--- src/rtl/imem_arb_pkg.sv ---
// Shared encodings and default widths for the instruction-RAM arbiter.
package imem_arb_pkg;

    typedef enum logic [1:0] {
        ST_CPU   = 2'd0,
        ST_LD    = 2'd1,
        ST_YIELD = 2'd2
    } arb_state_e;

    typedef enum logic {
        OWN_CPU = 1'b0,
        OWN_LD  = 1'b1
    } owner_e;

    localparam int          DEF_ADDR_WIDTH = 16;
    localparam int          DEF_DATA_WIDTH = 16;
    localparam int          DEF_MAX_BURST  = 8;
    localparam logic [15:0] DEF_PROT_TOP   = 16'h0100;

endpackage

--- src/rtl/imem_arbiter.sv ---
// Arbitrates a single-port instruction RAM between CPU fetch and a loader.
// Optional write protection below PROT_TOP is compiled in with IMEM_ARB_WPROTECT_EN.
module imem_arbiter
    import imem_arb_pkg::*;
#(
    parameter int                    ADDR_WIDTH = DEF_ADDR_WIDTH,
    parameter int                    DATA_WIDTH = DEF_DATA_WIDTH,
    parameter int                    MAX_BURST  = DEF_MAX_BURST,
    parameter logic [ADDR_WIDTH-1:0] PROT_TOP   = ADDR_WIDTH'(DEF_PROT_TOP)
) (
    input  logic                  clk,
    input  logic                  rst,
    input  logic                  cpu_req,
    input  logic [ADDR_WIDTH-1:0] cpu_addr,
    output logic                  cpu_stall,
    output logic [DATA_WIDTH-1:0] cpu_rdata,
    output logic                  cpu_rvalid,
    input  logic                  ld_req,
    input  logic                  ld_we,
    input  logic [ADDR_WIDTH-1:0] ld_addr,
    input  logic [DATA_WIDTH-1:0] ld_wdata,
    output logic                  ld_gnt,
    output logic [DATA_WIDTH-1:0] ld_rdata,
    output logic                  ld_rvalid,
    output logic                  mem_w_en,
    output logic                  mem_r_en,
    output logic [ADDR_WIDTH-1:0] mem_w_addr,
    output logic [ADDR_WIDTH-1:0] mem_r_addr,
    output logic [DATA_WIDTH-1:0] mem_din,
    input  logic [DATA_WIDTH-1:0] mem_dout,
    output logic                  wp_err,
    output logic [1:0]            dbg_state
);

`ifdef IMEM_ARB_WPROTECT_EN
    localparam bit WP_EN = 1'b1;
`else
    localparam bit WP_EN = 1'b0;
`endif

    localparam int             CNT_W      = $clog2(MAX_BURST);
    localparam logic [CNT_W-1:0] BURST_LAST = CNT_W'(MAX_BURST - 1);

    arb_state_e       state_q, state_d;
    logic [CNT_W-1:0] burst_cnt_q, burst_cnt_d;
    owner_e           rd_owner_q, rd_owner_d;
    logic             rvalid_q, rvalid_d;
    logic             wp_err_q, wp_err_d;
    owner_e           rd_src;
    logic             wp_hit;

    always_ff @(posedge clk) begin
        state_q     <= state_d;
        burst_cnt_q <= burst_cnt_d;
        rd_owner_q  <= rd_owner_d;
        rvalid_q    <= rvalid_d;
        wp_err_q    <= wp_err_d;
    end

    always_comb begin
        state_d     = state_q;
        burst_cnt_d = burst_cnt_q;
        rd_owner_d  = rd_owner_q;
        wp_err_d    = wp_err_q;
        cpu_stall   = 1'b0;
        ld_gnt      = 1'b0;
        mem_w_en    = 1'b0;
        mem_r_en    = 1'b0;
        mem_w_addr  = '0;
        mem_r_addr  = '0;
        mem_din     = '0;
        rd_src      = OWN_CPU;
        wp_hit      = 1'b0;

        case (state_q)
            ST_CPU, ST_YIELD: begin
                if (cpu_req) begin
                    mem_r_en   = 1'b1;
                    mem_r_addr = cpu_addr;
                end
                // The yield slot always ends after one cycle, idle CPU or not.
                if (state_q == ST_YIELD) begin
                    state_d = ld_req ? ST_LD : ST_CPU;
                end else if (ld_req) begin
                    state_d = ST_LD;
                end
            end
            ST_LD: begin
                cpu_stall = cpu_req;
                if (ld_req) begin
                    ld_gnt = 1'b1;
                    if (ld_we) begin
                        if (WP_EN && (ld_addr < PROT_TOP)) begin
                            wp_hit = 1'b1;
                        end else begin
                            mem_w_en   = 1'b1;
                            mem_w_addr = ld_addr;
                            mem_din    = ld_wdata;
                        end
                    end else begin
                        mem_r_en   = 1'b1;
                        mem_r_addr = ld_addr;
                        rd_src     = OWN_LD;
                    end
                    if (burst_cnt_q == BURST_LAST) begin
                        state_d     = ST_YIELD;
                        burst_cnt_d = '0;
                    end else begin
                        burst_cnt_d = burst_cnt_q + CNT_W'(1);
                    end
                end else begin
                    state_d     = ST_CPU;
                    burst_cnt_d = '0;
                end
            end
            default: begin
                state_d     = ST_CPU;
                burst_cnt_d = '0;
            end
        endcase

        if (mem_r_en) begin
            rd_owner_d = rd_src;
        end
        if (wp_hit) begin
            wp_err_d = 1'b1;
        end

        // Reset masks every RAM-facing strobe so an interrupted burst leaves no partial write.
        if (rst) begin
            cpu_stall   = 1'b0;
            ld_gnt      = 1'b0;
            mem_w_en    = 1'b0;
            mem_r_en    = 1'b0;
            mem_w_addr  = '0;
            mem_r_addr  = '0;
            mem_din     = '0;
            state_d     = ST_CPU;
            burst_cnt_d = '0;
            rd_owner_d  = OWN_CPU;
            wp_err_d    = 1'b0;
        end

        rvalid_d = mem_r_en;
    end

    assign cpu_rvalid = rvalid_q && (rd_owner_q == OWN_CPU);
    assign ld_rvalid  = rvalid_q && (rd_owner_q == OWN_LD);
    assign cpu_rdata  = mem_dout;
    assign ld_rdata   = mem_dout;
    assign wp_err     = wp_err_q;
    assign dbg_state  = state_q;

endmodule

--- config.mk ---
export PLATFORM = sky130hd
export DESIGN_NAME = imem_arbiter
export DESIGN_NICKNAME = d
export VERILOG_FILES = /design/src/rtl/imem_arb_pkg.sv /design/src/rtl/imem_arbiter.sv
export SDC_FILE = /design/constraint.sdc
export NUM_CORES = 1
export LEC_CHECK = 0
export ABC_AREA = 0
export CAP_MARGIN = 40
export CORE_MARGIN = 8
export CORE_UTILIZATION = 21
export CTS_CLUSTER_SIZE = 12
export DETAILED_ROUTE_END_ITERATION = 8
export MAX_ROUTING_LAYER = met4
export PLACE_DENSITY = 0.9
export SLEW_MARGIN = 10
export SYNTH_ARGS = -nofsm -noshare
export SYNTH_HDL_FRONTEND = slang
export SYNTH_SLANG_ARGS = --single-unit
--- constraint.sdc ---
create_clock -name clk -period 1.2 [get_ports clk]
set_input_delay 0.12 -clock clk [delete_from_list [all_inputs] [get_ports clk]]
set_output_delay 0.12 -clock clk [all_outputs]
set_load 0.005 [all_outputs]
==> metrics.md, run 1 <==
| Metric | Value |
|---|---|
| Ratio of cells with drive above 1 in the final layout | `44.0%` |
| Failing checks | `negative setup slack` |
| Simple-gate area share of the yosys netlist | `30.2%` |
| Pins Over Slew Limit | `0` |
| Synth area leader | `buf_4` |
| Worst reg2reg startpoint | `dbg_state[0]$_SDFFE_PP0P_` |
| Crit path capture type | `output port` |
| Synthesis warning total | `0` |
| Pre-CTS setup slack | `-0.902 ns` |
| HP Start | `mem_dout[8]` |
| Synth cell count leaders | `34 x buf_4, 32 x and3_1, 16 x a32o_1` |
| WS Path Type | `reg -> out` |
| Number of remaining DRC errors | `0` |
| Clk sinks | `7` |
| Row count | `25` |
| Switching Share | `25.4%` |
| Mapped Area | `0.00103 mm^2` |
| Unique masters post-synth | `23` |
| Core area | `0.00472 mm^2` |
| Vias after detailed routing | `1,299` |
| Startpoint types | `flop` |
| Peak VDD IR | `0.000186 V` |
| # IOs | `158` |
| CTS clk-pin slew, worst paths | `0.04 ns` |
| Count leader, synth | `buf_4` |
| Tcrit/Tclk final | `143%` |
| Syn_area_per_cell | `8.41 um^2` |
| Vias in the first global route | `1,510` |
| Adder-cell area share of the yosys netlist | `2.44%` |
| Worst-Skew Late Latency | `0.23 ns` |
| Register area | `144 um^2` |
| Antenna Nets Post-Route | `0` |
| WL per Instance | `18.0 um` |
| Share of the synthesized area in the top cell type | `24.9%` |
| Pin count of the biggest net entering global routing | `18` |
| First-pass GRT wire length | `7620 um` |
| Drt total wl | `5100 um` |
| # fillers | `456` |
| Multi-input gate area | `589 um^2` |
| Worst reg2reg setup slack | `-0.30 ns` |
| Largest family of logic cells by synthesized area | `buffers and inverters` |
| Post-synth EDFFs | `0` |
| Final setup vio count | `56` |
| CTS root buf | `clkbuf_8` |
| WP data required | `1.08 ns` |
| Post-layout util | `44.2%` |
| Unrepaired setup endpoints after global routing | `true` |
| Finished Cell Area | `0.00209 mm^2` |
| Int Power | `0.000758 W` |
| Clock Power Share | `33.2%` |
| Tmin final | `1.71 ns` |
| GPL Wtd Cong | `0.732` |
| Max clock buf depth | `2` |
| Drt pass-1 iters | `4` |
| Final cell count without fillers | `283` |
| ANT cells | `0` |
| Xor/xnor cell area share of the yosys netlist | `0%` |
| Die W | `85.9 um` |
| CTS buffer count | `3` |
| WP data arrival | `1.59 ns` |
| HPWL Detailed | `3630 um` |
| Combinational share of power | `42.6%` |
| Worst r2r path cells | `8` |
| Max cap viols | `0` |
| Final Hold Vio Count | `0` |
| Initial Util | `21.7%` |
| GR Overflow Total | `0` |
| Pwr/cell area | `486 mW/mm^2` |
| Die area | `0.00738 mm^2` |
| Leak | `1.08 nW` |
| Layout Nets | `288` |
| Compound-Gate Fraction of Synth Area | `20.0%` |
| Asr flop ratio synth | `0%` |
| Clock skew | `0.00118 ns` |
| Crit-path max FO | `7` |
| Main synth FF type | `dfxtp_1` |
| Post-synthesis mux area share | `0%` |
| Placed Instances | `264` |
| WHS | `0.240 ns` |
| DP Area | `0.00195 mm^2` |
| DR iter-0 viols | `68` |
| Hold Path Sink | `cpu_rdata[8]` |
| Setup ws final | `-0.511 ns` |
| Synth Net Count | `193` |
| H-tree depth | `1` |
| Synth Instances | `122` |
| CTS tree | `done` |
| Max Freq | `0.585 GHz` |
| Switching Power | `0.000258 W` |
| RR Endpoint | `burst_cnt_q[1]$_SDFFE_PP0N_` |
| Seq pwr share | `24.1%` |
| Register area share after synthesis | `13.7%` |
| I/O Buffers | `108` |
| Hold Crit Class | `in -> out` |
| Layout area overhead | `104%` |
| Synthesized flop and latch total | `7` |
| Die Y | `85.9 um` |
| Initial antenna violation count | `0` |
| Synth area leaders | `buf_4 25%, and3_1 20%, a32o_1 16%` |
| Cells on Worst Hold Path | `0` |
| Status | `complete, but fails checks` |
| Vias per inst | `4.59` |
| GRT Resource Usage Total | `13.4%` |
[stage by stage]
| step | total power, W | TNS [ns] |
|---|---|---|
| 5_1_grt | 0.00108 | -26.40 |
| 6_report | 0.00102 | -23.30 |
| 3_5_place_dp | 0.000656 | -45.88 |
| 4_1_cts | 0.00101 | -23.46 |
| 3_3_place_gp | 0.000649 | -43.30 |
| 2_1_floorplan | 0.000441 | 0 |
[per-layer routing]
layer  up-vias  GRT usage (%)  wire length [um]
li1        610              -                 -
met1       605           14.0              2020
met2        76           24.1              2770
met3         8           2.29               241
met4         0           5.57                65
met5         -              -                 0
[critical path: stages (launching register included)]
cell and delay (ns):
dfxtp_2 0.33, nor4bb_4 0.24, buf_4 0.18, buf_12 0.11, buf_12 0.10, buf_8 0.11
a32o_1 0.17, buf_2 0.11
[cell families after synthesis]
kind of cell / Yosys count
buffers and inverters: 45
adders and majority gates: 2
DFF: 7
and+or+nand+nor: 45
other: 1
AOI/OAI and AO/OA: 22
[layout by cell type, fill, tap and decap left out, drive strengths merged]
cell,netlist,final
a21o,1,1
a22o,3,3
a31oi,1,1
a32o,16,16
and2,3,3
and3,32,32
and3b,1,1
buf,40,72
bufbuf,0,1
clkbuf,4,4
clkdlybuf4s15,0,5
clkdlybuf4s50,0,49
clkinv,1,1
conb,1,1
dfxtp,7,7
dlygate4sd2,0,7
ha,2,2
nand2,1,1
nand2b,1,1
nor2,2,2
nor2b,1,1
nor3b,1,1
nor4bb,2,2
o21ai,1,1
or4bb,1,1
[sequential cells by signal, indices dropped and copies added (netlist names)]
signal and cells:
burst_cnt_q 3, dbg_state 2, rd_owner_q 1, rvalid_q 1
[power groups by stage]
stage | Sequential, W | Combinational [W] | Clock (W)
floorplan | 0.000250 | 0.000191 | 0
global placement | 0.000249 | 0.000400 | 0
detailed placement | 0.000250 | 0.000406 | 0
CTS | 0.000245 | 0.000420 | 0.000343
global route | 0.000246 | 0.000461 | 0.000368
finish | 0.000245 | 0.000433 | 0.000338
[worst max-delay path by stage]
stage	from	slack (ns)	depth (start not counted)	to
after detailed placement	ld_req	-0.90	5	mem_r_addr[7]
after CTS	dbg_state[0]$_SDFFE_PP0P_	-0.53	6	mem_r_addr[7]
after global placement	ld_req	-0.85	5	mem_w_addr[14]
after global routing	dbg_state[1]$_SDFFE_PP0P_	-0.56	7	mem_r_addr[6]
final	dbg_state[1]$_SDFFE_PP0P_	-0.51	7	mem_r_addr[11]
after floorplan	dbg_state[1]$_SDFFE_PP0P_	0.02	4	mem_r_addr[10]
[final cells by class]
cell class / count / share of cell area, %
Timing Repair Buffer: 134 / 58.5
Multi-Input combinational cell: 70 / 28.2
Sequential cell: 7 / 6.89
Tap cell: 67 / 4.01
Clock buffer: 4 / 2.16
Inverter: 1 / 0.180
[repair_timing]
action                                 in CTS  in global routing
setup endpoints to repair                  62                 58
hold buffers                                0                  0
pin swaps                                   9                 14
gates cloned                                5                  0
endpoints found under the hold margin       0                  0
setup buffers                               7                  4
resized for setup                         230                 18
(Power assumes the default switching activity.)
==> run 2: changes to the inputs <==
CELL_PAD_IN_SITES_DETAIL_PLACEMENT = 1   (was not set)
CELL_PAD_IN_SITES_GLOBAL_PLACEMENT = 2   (was not set)
CORE_UTILIZATION = 10   (was 21)
PLACE_DENSITY = 0.95   (was 0.9)
==> run 2 against run 1 <==
  * The run still ends with negative setup slack left
  * Clock skew barely moved
  * Sequential share of layout area fell by 0.51 points
  * Non-clock buffer count rose by 11
  * Count of clock-buffer cells in the layout did not move
  * Global-route usage fell by 4.3 points
  * Via count rose by 4.7%
  * Sequential power barely moved
  * Core utilization fell by 22 points
  * Worst setup slack got worse by 0.020 ns
  * Largest power group unchanged
==> metrics.md, run 2 (synthesized netlist as in run 1, its figures left out) <==
| Metric | Value |
|---|---|
| Switching Power | `0.000280 W` |
| WP data required | `1.08 ns` |
| Tcrit/Tclk final | `144%` |
| Crit-path max FO | `12` |
| HP Start | `mem_dout[0]` |
| Final Power | `0.00107 W` |
| Vias in the first global route | `1,615` |
| Number of remaining DRC errors | `0` |
| Hold Path Sink | `cpu_rdata[0]` |
| Status | `complete, but fails checks` |
| Row count | `37` |
| GPL Wtd Cong | `0.774` |
| CP max stage cell | `dfxtp_2` |
| Clk sinks | `7` |
| Worst path most repeated cell | `buf_12` |
| CTS buffer count | `3` |
| Worst reg2reg startpoint | `dbg_state[0]$_SDFFE_PP0P_` |
| Max cap viols | `0` |
| Pins Over Slew Limit | `0` |
| GR Overflow Total | `0` |
| Commonest non-fill, non-tap cells in the layout | `49 x clkdlybuf4s50_1, 46 x buf_2, 31 x and3_1` |
| H-tree depth | `1` |
| DR iter-0 viols | `39` |
| Ratio of cells with drive above 1 in the final layout | `42.7%` |
| Peak VDD IR | `0.000163 V` |
| Switching Share | `26.3%` |
| WP data arrival | `1.61 ns` |
| Int Power | `0.000787 W` |
| Drt pass-1 iters | `4` |
| Placed Instances | `335` |
| WS Path Type | `reg -> out` |
| I/O Buffers | `108` |
| Initial antenna violation count | `0` |
| Max Freq | `0.578 GHz` |
| Hold Crit Class | `in -> out` |
| Vias per inst | `3.75` |
| Combinational share of power | `44.8%` |
| Largest register FFs | `3` |
| Failing checks | `negative setup slack` |
| GRT Resource Usage Total | `9.08%` |
| Final setup vio count | `58` |
| HPWL Detailed | `4520 um` |
| # IOs | `158` |
| Crit path capture type | `output port` |
| Final cell count without fillers | `363` |
| Pwr/cell area | `474 mW/mm^2` |
| RR Endpoint | `burst_cnt_q[1]$_SDFFE_PP0N_` |
| CTS root buf | `clkbuf_8` |
| Cts hold-fix bufs | `0` |
| Pin count of the biggest net entering global routing | `18` |
| CP max stage delay | `0.33 ns` |
| Die area | `0.0138 mm^2` |
| Clock Power Share | `32.2%` |
| ANT cells | `0` |
| Vias after detailed routing | `1,360` |
| Tmin final | `1.73 ns` |
| Layout Nets | `299` |
| Clock skew | `0.000972 ns` |
| Unrepaired setup endpoints after global routing | `true` |
| Max clock buf depth | `2` |
| Startpoint types | `flop` |
| Antenna Nets Post-Route | `0` |
| CTS clk-pin slew, worst paths | `0.04 ns` |
| Worst-Skew Late Latency | `0.23 ns` |
| CTS tree | `done` |
| Top reg by flops | `burst_cnt_q` |
| Drt total wl | `6270 um` |
| Layout area overhead | `120%` |
| Core area | `0.0101 mm^2` |
| Setup ws final | `-0.531 ns` |
| Final Hold Vio Count | `0` |
| Worst path cell trace | `nor4bb_4 -> buf_6 -> buf_12 -> buf_12 -> buf_16 -> and3_4 -> buf_2` |
| Worst reg2reg setup slack | `-0.26 ns` |
| Seq pwr share | `23.1%` |
| Die Y | `117 um` |
| WL per Instance | `17.3 um` |
| First-pass GRT wire length | `9160 um` |
| Commonest non-fill, non-tap cell in the layout | `clkdlybuf4s50_1` |
| Cells on Worst Hold Path | `0` |
| Die W | `117 um` |
| Initial Util | `10.1%` |
| Worst r2r path cells | `7` |
| Leak | `1.16 nW` |
==> run 2: cell count changes in the layout (fill, tap and decap cells not counted), moves of 2 or more <==
cell    previous run  this run
buf_2             40        46
buf_4             11        16
and3_4             7         1
buf_6             13        10
buf_12             4         7
buf_16             1         4
buf_8              3         1
and3_1            25        31
==> run 2: layout make-up <==
type / instances / area, um^2
fill: 1186 / 7890
inverter: 1 / 3.75
clock buffer: 4 / 45.0
multi-input combinational: 70 / 556
tap: 136 / 170
timing repair buffer: 145 / 1340
sequential: 7 / 144
==> run 2: metrics by stage <==
stage               setup TNS, ns  setup slack, ns  hold slack (ns)  instance area (um^2)  utilization, %
floorplan                       0           0.0206            0.189                  1030               -
global placement           -46.29           -0.883            0.240                  2060            20.4
detailed placement         -49.62           -0.963            0.240                  2060            20.4
CTS                        -26.32           -0.558            0.240                  2250            22.2
global route               -29.63           -0.617            0.240                  2250            22.2
finish                     -25.46           -0.531            0.240                  2250            22.2
==> run 2: metal layers <==
layer / global-route usage, % / routed length [um]
met1: 9.59 / 2440
met2: 17.1 / 3430
met5: - / 0
met4: 2.05 / 45
met3: 1.59 / 355
==> run 2: how the worst max path moves through the flow <==
stage | endpoint | from | cells after the start | slack (ns)
finish | mem_w_addr[11] | dbg_state[1]$_SDFFE_PP0P_ | 7 | -0.53
global route | mem_r_addr[2] | dbg_state[1]$_SDFFE_PP0P_ | 7 | -0.62
CTS | mem_r_addr[2] | dbg_state[0]$_SDFFE_PP0P_ | 7 | -0.56
detailed placement | mem_r_addr[2] | ld_req | 5 | -0.96
global placement | mem_r_addr[0] | ld_req | 5 | -0.88
floorplan | mem_r_addr[10] | dbg_state[1]$_SDFFE_PP0P_ | 4 | 0.02
==> run 2: power groups by stage <==
stage               Clock [W]  Sequential, W  Combinational, W
CTS                  0.000354       0.000246          0.000485
detailed placement          0       0.000251          0.000430
finish               0.000343       0.000246          0.000478
global route         0.000363       0.000247          0.000514
floorplan                   0       0.000250          0.000191
global placement            0       0.000250          0.000418
==> run 2: critical path: cells and delay by family, from the launching register on <==
| family | cells | cell delay [ns] |
|---|---|---|
| DFF | 1 | 0.33 |
| and+or+nand+nor | 2 | 0.44 |
| buffers and inverters | 5 | 0.60 |
==> run 2: repair_timing <==
item,in CTS,in global routing
buffers inserted,20,0
resized for setup,237,1
endpoints found under the setup margin,62,58
pin swaps,18,2
cloned,5,0
